[src/rtl/aeolus_execute_unit.sv]
// Purpose: Aeolus execute stage (operand select, conditional-add resolution, ALU, 8-bit accumulator).
// Latency: alu_out/overflow/add_en are combinational; acc_out updates one clock after the strobe is sampled.
// Backpressure: none; a strobe is accepted every cycle. Optional AEOLUS_STICKY_OVF_EN builds the sticky overflow flag.
module aeolus_execute_unit #(
  parameter int IN_WIDTH  = 4,
  parameter int OUT_WIDTH = 8
) (
  input  logic                 clk,
  input  logic                 reset,
  input  logic                 ADD,
  input  logic                 SUB,
  input  logic                 AND,
  input  logic                 OR,
  input  logic                 XOR,
  input  logic                 INV,
  input  logic                 CLR,
  input  logic                 SNZA,
  input  logic                 SNZS,
  input  logic                 SF,
  input  logic [IN_WIDTH-1:0]  a_in,
  input  logic [IN_WIDTH-1:0]  b_in,
  input  logic [OUT_WIDTH-1:0] shift_in,
  output logic [OUT_WIDTH-1:0] acc_out,
  output logic [OUT_WIDTH-1:0] alu_out,
  output logic                 overflow,
  output logic                 add_en,
  output logic                 ovf_sticky
);

  logic [OUT_WIDTH-1:0] a_ext;
  logic [OUT_WIDTH-1:0] b_ext;
  logic [OUT_WIDTH-1:0] in1;
  logic [OUT_WIDTH-1:0] in2;
  logic [OUT_WIDTH:0]   sum_w;
  logic [OUT_WIDTH:0]   diff_w;
  logic                 acc_en;

  // Conditional adds only fire when the shift flag is set.
  assign add_en = ADD | ((SNZA | SNZS) & SF);
  assign acc_en = AND | OR | XOR | INV | add_en | SUB | CLR;

  // Operand select: conditional adds accumulate into ACC, SNZA beats SNZS.
  always_comb begin
    a_ext = '0;
    b_ext = '0;
    a_ext[IN_WIDTH-1:0] = a_in;
    b_ext[IN_WIDTH-1:0] = b_in;
    if (SNZA) begin
      in1 = acc_out;
      in2 = a_ext;
    end else if (SNZS) begin
      in1 = acc_out;
      in2 = shift_in;
    end else begin
      in1 = a_ext;
      in2 = b_ext;
    end
  end

  // One extra bit on each side captures carry-out and borrow.
  assign sum_w  = {1'b0, in1} + {1'b0, in2};
  assign diff_w = {1'b0, in1} - {1'b0, in2};

  // ALU with fixed priority so illegal multi-strobe cycles still resolve deterministically.
  always_comb begin
    alu_out  = '0;
    overflow = 1'b0;
    if (CLR) begin
      alu_out = '0;
    end else if (add_en) begin
      alu_out  = sum_w[OUT_WIDTH-1:0];
      overflow = sum_w[OUT_WIDTH];
    end else if (SUB) begin
      alu_out  = diff_w[OUT_WIDTH-1:0];
      overflow = diff_w[OUT_WIDTH];
    end else if (AND) begin
      alu_out = in1 & in2;
    end else if (OR) begin
      alu_out = in1 | in2;
    end else if (XOR) begin
      alu_out = in1 ^ in2;
    end else if (INV) begin
      alu_out = ~in1;
    end
  end

  // Accumulator: reset > CLR > load > hold.
  always_ff @(posedge clk) begin
    if (reset) begin
      acc_out <= '0;
    end else if (CLR) begin
      acc_out <= '0;
    end else if (acc_en) begin
      acc_out <= alu_out;
    end
  end

`ifdef AEOLUS_STICKY_OVF_EN
  // Sticky overflow: any loaded carry/borrow sets it until reset or CLR.
  always_ff @(posedge clk) begin
    if (reset || CLR) begin
      ovf_sticky <= 1'b0;
    end else if (acc_en && overflow) begin
      ovf_sticky <= 1'b1;
    end
  end
`else
  assign ovf_sticky = 1'b0;
`endif

endmodule

[config.mk]
export PLATFORM = sky130hd
export DESIGN_NAME = aeolus_execute_unit
export DESIGN_NICKNAME = d
export VERILOG_FILES = /design/src/rtl/aeolus_execute_unit.sv
export SDC_FILE = /design/constraint.sdc
export NUM_CORES = 1
export LEC_CHECK = 0
export ABC_AREA = 1
export CAP_MARGIN = 20
export CORE_UTILIZATION = 38
export DETAILED_ROUTE_END_ITERATION = 7
export PLACE_DENSITY = 0.7
export SYNTH_ARGS = -nofsm -noshare
export SYNTH_HDL_FRONTEND = slang
export SYNTH_SLANG_ARGS = --single-unit
[constraint.sdc]
create_clock -name clk -period 4.2 [get_ports clk]
set_clock_uncertainty 0.2 [all_clocks]
set_input_delay 0.63 -clock clk [delete_from_list [all_inputs] [get_ports clk]]
set_output_delay 0.63 -clock clk [all_outputs]
set_load 0.02 [all_outputs]
==> results.json, run 1 <==
{
  "status": "completed",
  "final_antenna_net_count": 0,
  "synth_area_sq_um": 1742,
  "die_area_sq_um": 4858,
  "synth_top_area_share_pct": 17.24,
  "synth_edf_count": 0,
  "die_h_um": 69.70,
  "cp_cell_sequence": "dlygate4sd2_1 -> nor2_4 -> inv_4 -> or2_0 -> o21ai_2 -> ha_1 -> inv_1 -> fa_1 -> buf_4 -> or2_2 -> a21oi_1 -> o21ai_0 -> nand3_1 -> inv_1 -> clkdlybuf4s15_2",
  "numCtsBuffers": 3,
  "dpl_worst_slack_ns": -0.3864,
  "leakagePower_uw": 0.001373,
  "antenna_found_initial": 0,
  "nets": 434,
  "drive_gt1_share_pct": 19.06,
  "hold_viol_final": 0,
  "clk_latency_ns": 0.23,
  "fmax_mhz": 250.2,
  "globalplace.congestion": 0.9873,
  "maxSlewHeadroom_pct": 65.65,
  "cts.sinks": 8,
  "grt_usage_pct": 24.91,
  "rsz0062_at_grt": "false",
  "crit_fanout": 5,
  "grt_pass1_wl_um": 9646,
  "ys_top_cells_by_area": "nand2_1 (17%), ha_1 (14%), inv_1 (10%)",
  "ir_worst_vdd_uv": 212.0,
  "async_flop_share_pct": 0,
  "crit_required_ns": 3.37,
  "period_needed_ns": 3.996,
  "largest_reg_flops": 8,
  "grt_max_degree": 12,
  "critical_path_class": "in2out",
  "overflow": 0,
  "dieWidth_um": 69.70,
  "fin_util_pct": 58.65,
  "clkTransAtPathRegs_ns": 0.04,
  "tightest_slew_ns": 0.5115,
  "finalMaxSlewViolations": 0,
  "layout_common_cells": "nand2_1 (79), inv_1 (47), buf_4 (45)",
  "setup_viol": 0,
  "vias": 2217,
  "critical-path-top-delay-family": "buffers and inverters",
  "synth_warnings": 0,
  "synthesis.nets": 348,
  "dpl_cell_area_sq_um": 2522,
  "endpoint_kind": "primary output",
  "arrival_ns": 3.17,
  "area_delta_synth_final_pct": 47.63,
  "vias_per_cell": 5.097,
  "drt-initial-drc-count": 161,
  "diodes": 0,
  "cp_num_buf_inv": 6,
  "top_register": "acc_out",
  "synth_seq_cells": 8,
  "cp_slowest_cell": "fa_1",
  "cts_root_buffer": "clkbuf_8",
  "seq_area_frac_synth_pct": 9.195,
  "drc": 0,
  "row_count": 24,
  "start_kind": "input pin",
  "place_hpwl_um": 4854,
  "first_global_vias": 2097,
  "ios": 47,
  "yosysTopAreaCell": "nand2_1",
  "max_stage_delay_ns": 0.38,
  "synth_area_per_cell_sq_um": 5.825,
  "fin_ws_ns": 0.2039,
  "cts_max_path_buffers": 2,
  "start_util_pct": 39.73,
  "path_common_cell": "inv_1",
  "io_buffers": 45,
  "largestRegisters": "acc_out (8)",
  "holdWs_ns": 0.2854,
  "stdcell_area_sq_um": 2571,
  "synth_cell_type_count": 41,
  "synth_flop_cell": "dfxtp_1",
  "netlist_instances": 299,
  "core_area_sq_um": 4384,
  "p_per_area_nw_per_um2": 187.6,
  "cap_violations": 0,
  "cts.htree.levels": 1,
  "fin_crit_sh_pct": 95.14,
  "cts_tree": "yes",
  "layout_commonest_cell": "nand2_1",
  "power_uw": 482.4,
  "wl_um": 5862,
  "post_drt_wl_per_cell_um": 13.48,
  "hp-class": "reg2reg",
  "hold_buffers": 0,
  "drt-pass1-iter-count": 5
}
-- kinds of logic (layout without fill, tap and decap cells) --
group | after synthesis | after routing | synth area share, %
flops | 8 | 8 | 9.195
fa+ha+maj | 21 | 21 | 15.95
compound gates | 61 | 61 | 20.12
simple gates | 141 | 141 | 37.14
xor+xnor | 5 | 5 | 2.514
other cells | 1 | 1 | 0.2153
buf+inv | 62 | 146 | 14.87
-- synthesized netlist by cell type, drive strengths merged (2+ instances only) --
| cell | instances |
|---|---|
| a21oi | 29 |
| and3 | 4 |
| buf | 6 |
| clkbuf | 3 |
| dfxtp | 8 |
| fa | 2 |
| ha | 19 |
| inv | 52 |
| nand2 | 83 |
| nand3 | 22 |
| nand3b | 2 |
| nand4 | 7 |
| nor2 | 18 |
| o21ai | 21 |
| o22ai | 4 |
| or2 | 4 |
| xor2 | 4 |
-- through the flow --
stage               instances  setup TNS [ns]
global placement          430          -1.975
finish                    435               0
global route              435               0
floorplan                 299               0
detailed placement        430          -2.305
CTS                       434               0
-- power breakdown --
group | leakage [uW] | total, uW | switching (uW) | internal (uW)
clock network | 0.0000216 | 92.2 | 30.1 | 62.1
registers | 0.0000650 | 82.4 | 2.91 | 79.5
logic | 0.00129 | 308 | 165 | 143
total | 0.00137 | 482 | 198 | 284
-- tightest hold or removal path: stages, from the launching register on --
cell	delay, ns
dfxtp_1	0.31
nand2_1	0.06
a21oi_1	0.05
-- routing by layer --
layer  GRT usage [%]  up-vias  share of wire, %
li1                -     1139                 -
met1           33.75      984                46
met2           40.88       79                45
met3           2.326       15               6.3
met4           9.333        0               2.1
met5               0        -                 0
-- layout make-up --
type,instances,area [sq um]
Clock buffer,3,41.29
Fill cell,432,1813
Inverter,53,201.4
Multi-Input combinational cell,229,1329
Sequential cell,8,160.2
Tap cell,52,65.06
Timing Repair Buffer,90,774.5
-- final timing paths --
path | slack, ns | end | from | cells past startpoint
worst min-delay path | 0.29 | acc_out[1]$_SDFFE_PP0P_ | acc_out[1]$_SDFFE_PP0P_ | 2
worst min register to register | 0.29 | acc_out[1]$_SDFFE_PP0P_ | acc_out[1]$_SDFFE_PP0P_ | 2
worst max register to register | 1.58 | acc_out[2]$_SDFFE_PP0P_ | acc_out[0]$_SDFFE_PP0P_ | 13
worst max-delay path | 0.20 | alu_out[2] | SNZS | 15
-- repair_timing --
| item | CTS | global route |
|---|---|---|
| buffers inserted | 1 | 1 |
| gates resized for setup | 19 | 6 |
| pin swaps | 2 | 2 |
| endpoints found under the setup margin | 8 | 6 |
Note: power is estimated with default switching activity, not from simulation.
==> inputs of run 2 (changes only) <==
Settings changed: CTS_CLUSTER_SIZE from default to 14.
==> results of run 2 <==
The final DEF is identical to that of run 1; final timing and power are the same.
==> inputs of run 3 (changes only) <==
Settings changed: ABC_CLOCK_PERIOD_IN_PS from default to 4200, CTS_BUF_LIST from default to sky130_fd_sc_hd__clkbuf_4.
==> run 3 against run 2 <==
Net effect: clock-buffer cell count is the same; global-route usage fell by 0.12 points; highest routed layer unchanged; combinational power decreased by 1%; via count down 1.0%; critical path depth is 3 higher.
==> results.json, run 3 (synthesis results as in run 1) <==
{
  "fill_cells": 440,
  "area_delta_synth_final_pct": 45.91,
  "ir_worst_vdd_uv": 138.3,
  "rsz0062_at_grt": "false",
  "period_needed_ns": 3.960,
  "maxSlewHeadroom_pct": 66.13,
  "io_buffers": 45,
  "core_area_sq_um": 4384,
  "layout_commonest_cell": "nand2_1",
  "row_count": 24,
  "min_path_cells": 2,
  "grt_pass1_wl_um": 9646,
  "post_drt_wl_per_cell_um": 13.42,
  "leakagePower_uw": 0.001356,
  "diodes": 0,
  "wl_um": 5823,
  "drt-initial-drc-count": 149,
  "stdcell_count": 434,
  "fin_util_pct": 57.96,
  "critical_path_class": "in2out",
  "die_h_um": 69.70,
  "overflow": 0,
  "start_util_pct": 39.73,
  "cap_violations": 0,
  "clkTransAtPathRegs_ns": 0.05,
  "cts_root_buffer": "clkbuf_4",
  "dp_cells": 430,
  "finalMaxSlewViolations": 0,
  "ios": 47,
  "grt_usage_pct": 24.79,
  "start_kind": "input pin",
  "cts_max_path_buffers": 2,
  "cts_tree": "yes",
  "vias": 2194,
  "cts.htree.levels": 1,
  "largestRegisters": "acc_out (8)",
  "final_antenna_net_count": 0,
  "fin_setup_tns_ns": 0,
  "fin_crit_sh_pct": 94.29,
  "grt_max_degree": 12,
  "hold_viol_final": 0,
  "hold_buffers": 0,
  "drc": 0,
  "endpoint_kind": "primary output",
  "crit_fanout": 7,
  "drt-pass1-iter-count": 4,
  "crit_required_ns": 3.37,
  "vias_per_cell": 5.055,
  "first_global_vias": 2098,
  "status": "completed",
  "globalplace.congestion": 0.9873,
  "numCtsBuffers": 3,
  "fmax_mhz": 252.5,
  "tightest_slew_ns": 0.5042,
  "p_per_area_nw_per_um2": 175.1,
  "top_register": "acc_out",
  "arrival_ns": 3.13,
  "hp-class": "reg2reg",
  "die_area_sq_um": 4858,
  "r2r_cells": 12,
  "largest_reg_flops": 8,
  "dieWidth_um": 69.70,
  "layout_common_cells": "nand2_1 (79), inv_1 (46), buf_4 (44)",
  "clk_latency_ns": 0.25,
  "nets": 433,
  "drive_gt1_share_pct": 19.37,
  "antenna_found_initial": 0,
  "setup_viol": 0,
  "place_hpwl_um": 4854,
  "dpl_worst_slack_ns": -0.3864,
  "fin_ws_ns": 0.2397,
  "cts.sinks": 8
}
run 3: changes by cell type in the layout (fill, tap and decap cells not counted), sizes merged:
cell           change
clkdlybuf4s15      -1
clkbuf             -1
buf                +1
run 3: layout make-up:
| class | count | area (sq um) | area share [%] |
|---|---|---|---|
| Multi-Input combinational cell | 229 | 1331 | 52.39 |
| Timing Repair Buffer | 89 | 760.7 | 29.94 |
| Inverter | 53 | 201.4 | 7.927 |
| Sequential cell | 8 | 160.2 | 6.302 |
| Tap cell | 52 | 65.06 | 2.560 |
| Clock buffer | 3 | 22.52 | 0.8863 |
run 3: timing repair:
| action | in CTS | in global routing |
|---|---|---|
| setup endpoints to repair | 8 | 7 |
| pin swaps | 2 | 2 |
| endpoints found under the hold margin | 0 | 0 |
| buffers inserted | 1 | 0 |
| gates resized for setup | 22 | 7 |
run 3: per-stage QoR:
step                      area (sq um)  power [uW]  hold slack (ns)
final                             2541       445.1           0.2871
after global routing              2541       484.4           0.3248
after detailed placement          2522       387.7           0.2866
after floorplan                   1742       251.1           0.3519
after global placement            2522       382.7           0.2705
after CTS                         2545       446.0           0.2958
run 3: worst max-delay path, stage by stage:
cell and delay (ns):
dlygate4sd2_1 0.29, nor2_4 0.18, buf_4 0.19, nand2_1 0.05
and3_1 0.20, ha_1 0.31, buf_4 0.16, a21oi_1 0.12
nand2_1 0.12, nand4_1 0.12, nand3_1 0.08, nand2_1 0.06
nand3_1 0.06, nand2_1 0.07, inv_1 0.04, nand2_1 0.11
inv_1 0.05, clkdlybuf4s15_1 0.28
run 3: where the power goes:
group | switching, uW | internal (uW) | total, uW
logic | 164 | 140 | 304
registers | 2.93 | 79.2 | 82.1
clock network | 25.8 | 32.7 | 58.5
run 3: worst paths after layout:
path / from / endpoint / slack [ns]
worst min register to register: acc_out[1]$_SDFFE_PP0P_ / acc_out[1]$_SDFFE_PP0P_ / 0.29
worst max register to register: acc_out[0]$_SDFFE_PP0P_ / acc_out[2]$_SDFFE_PP0P_ / 1.64
worst min-delay path: acc_out[1]$_SDFFE_PP0P_ / acc_out[1]$_SDFFE_PP0P_ / 0.29
worst max-delay path: SNZS / alu_out[7] / 0.24
run 3: routing by layer:
layer,share of wire (%),GRT usage [%],vias up
met5,0,0,-
met4,2.1,8.667,0
met3,8.6,2.471,15
met2,45,40.78,84
met1,44,33.66,962
li1,-,-,1133
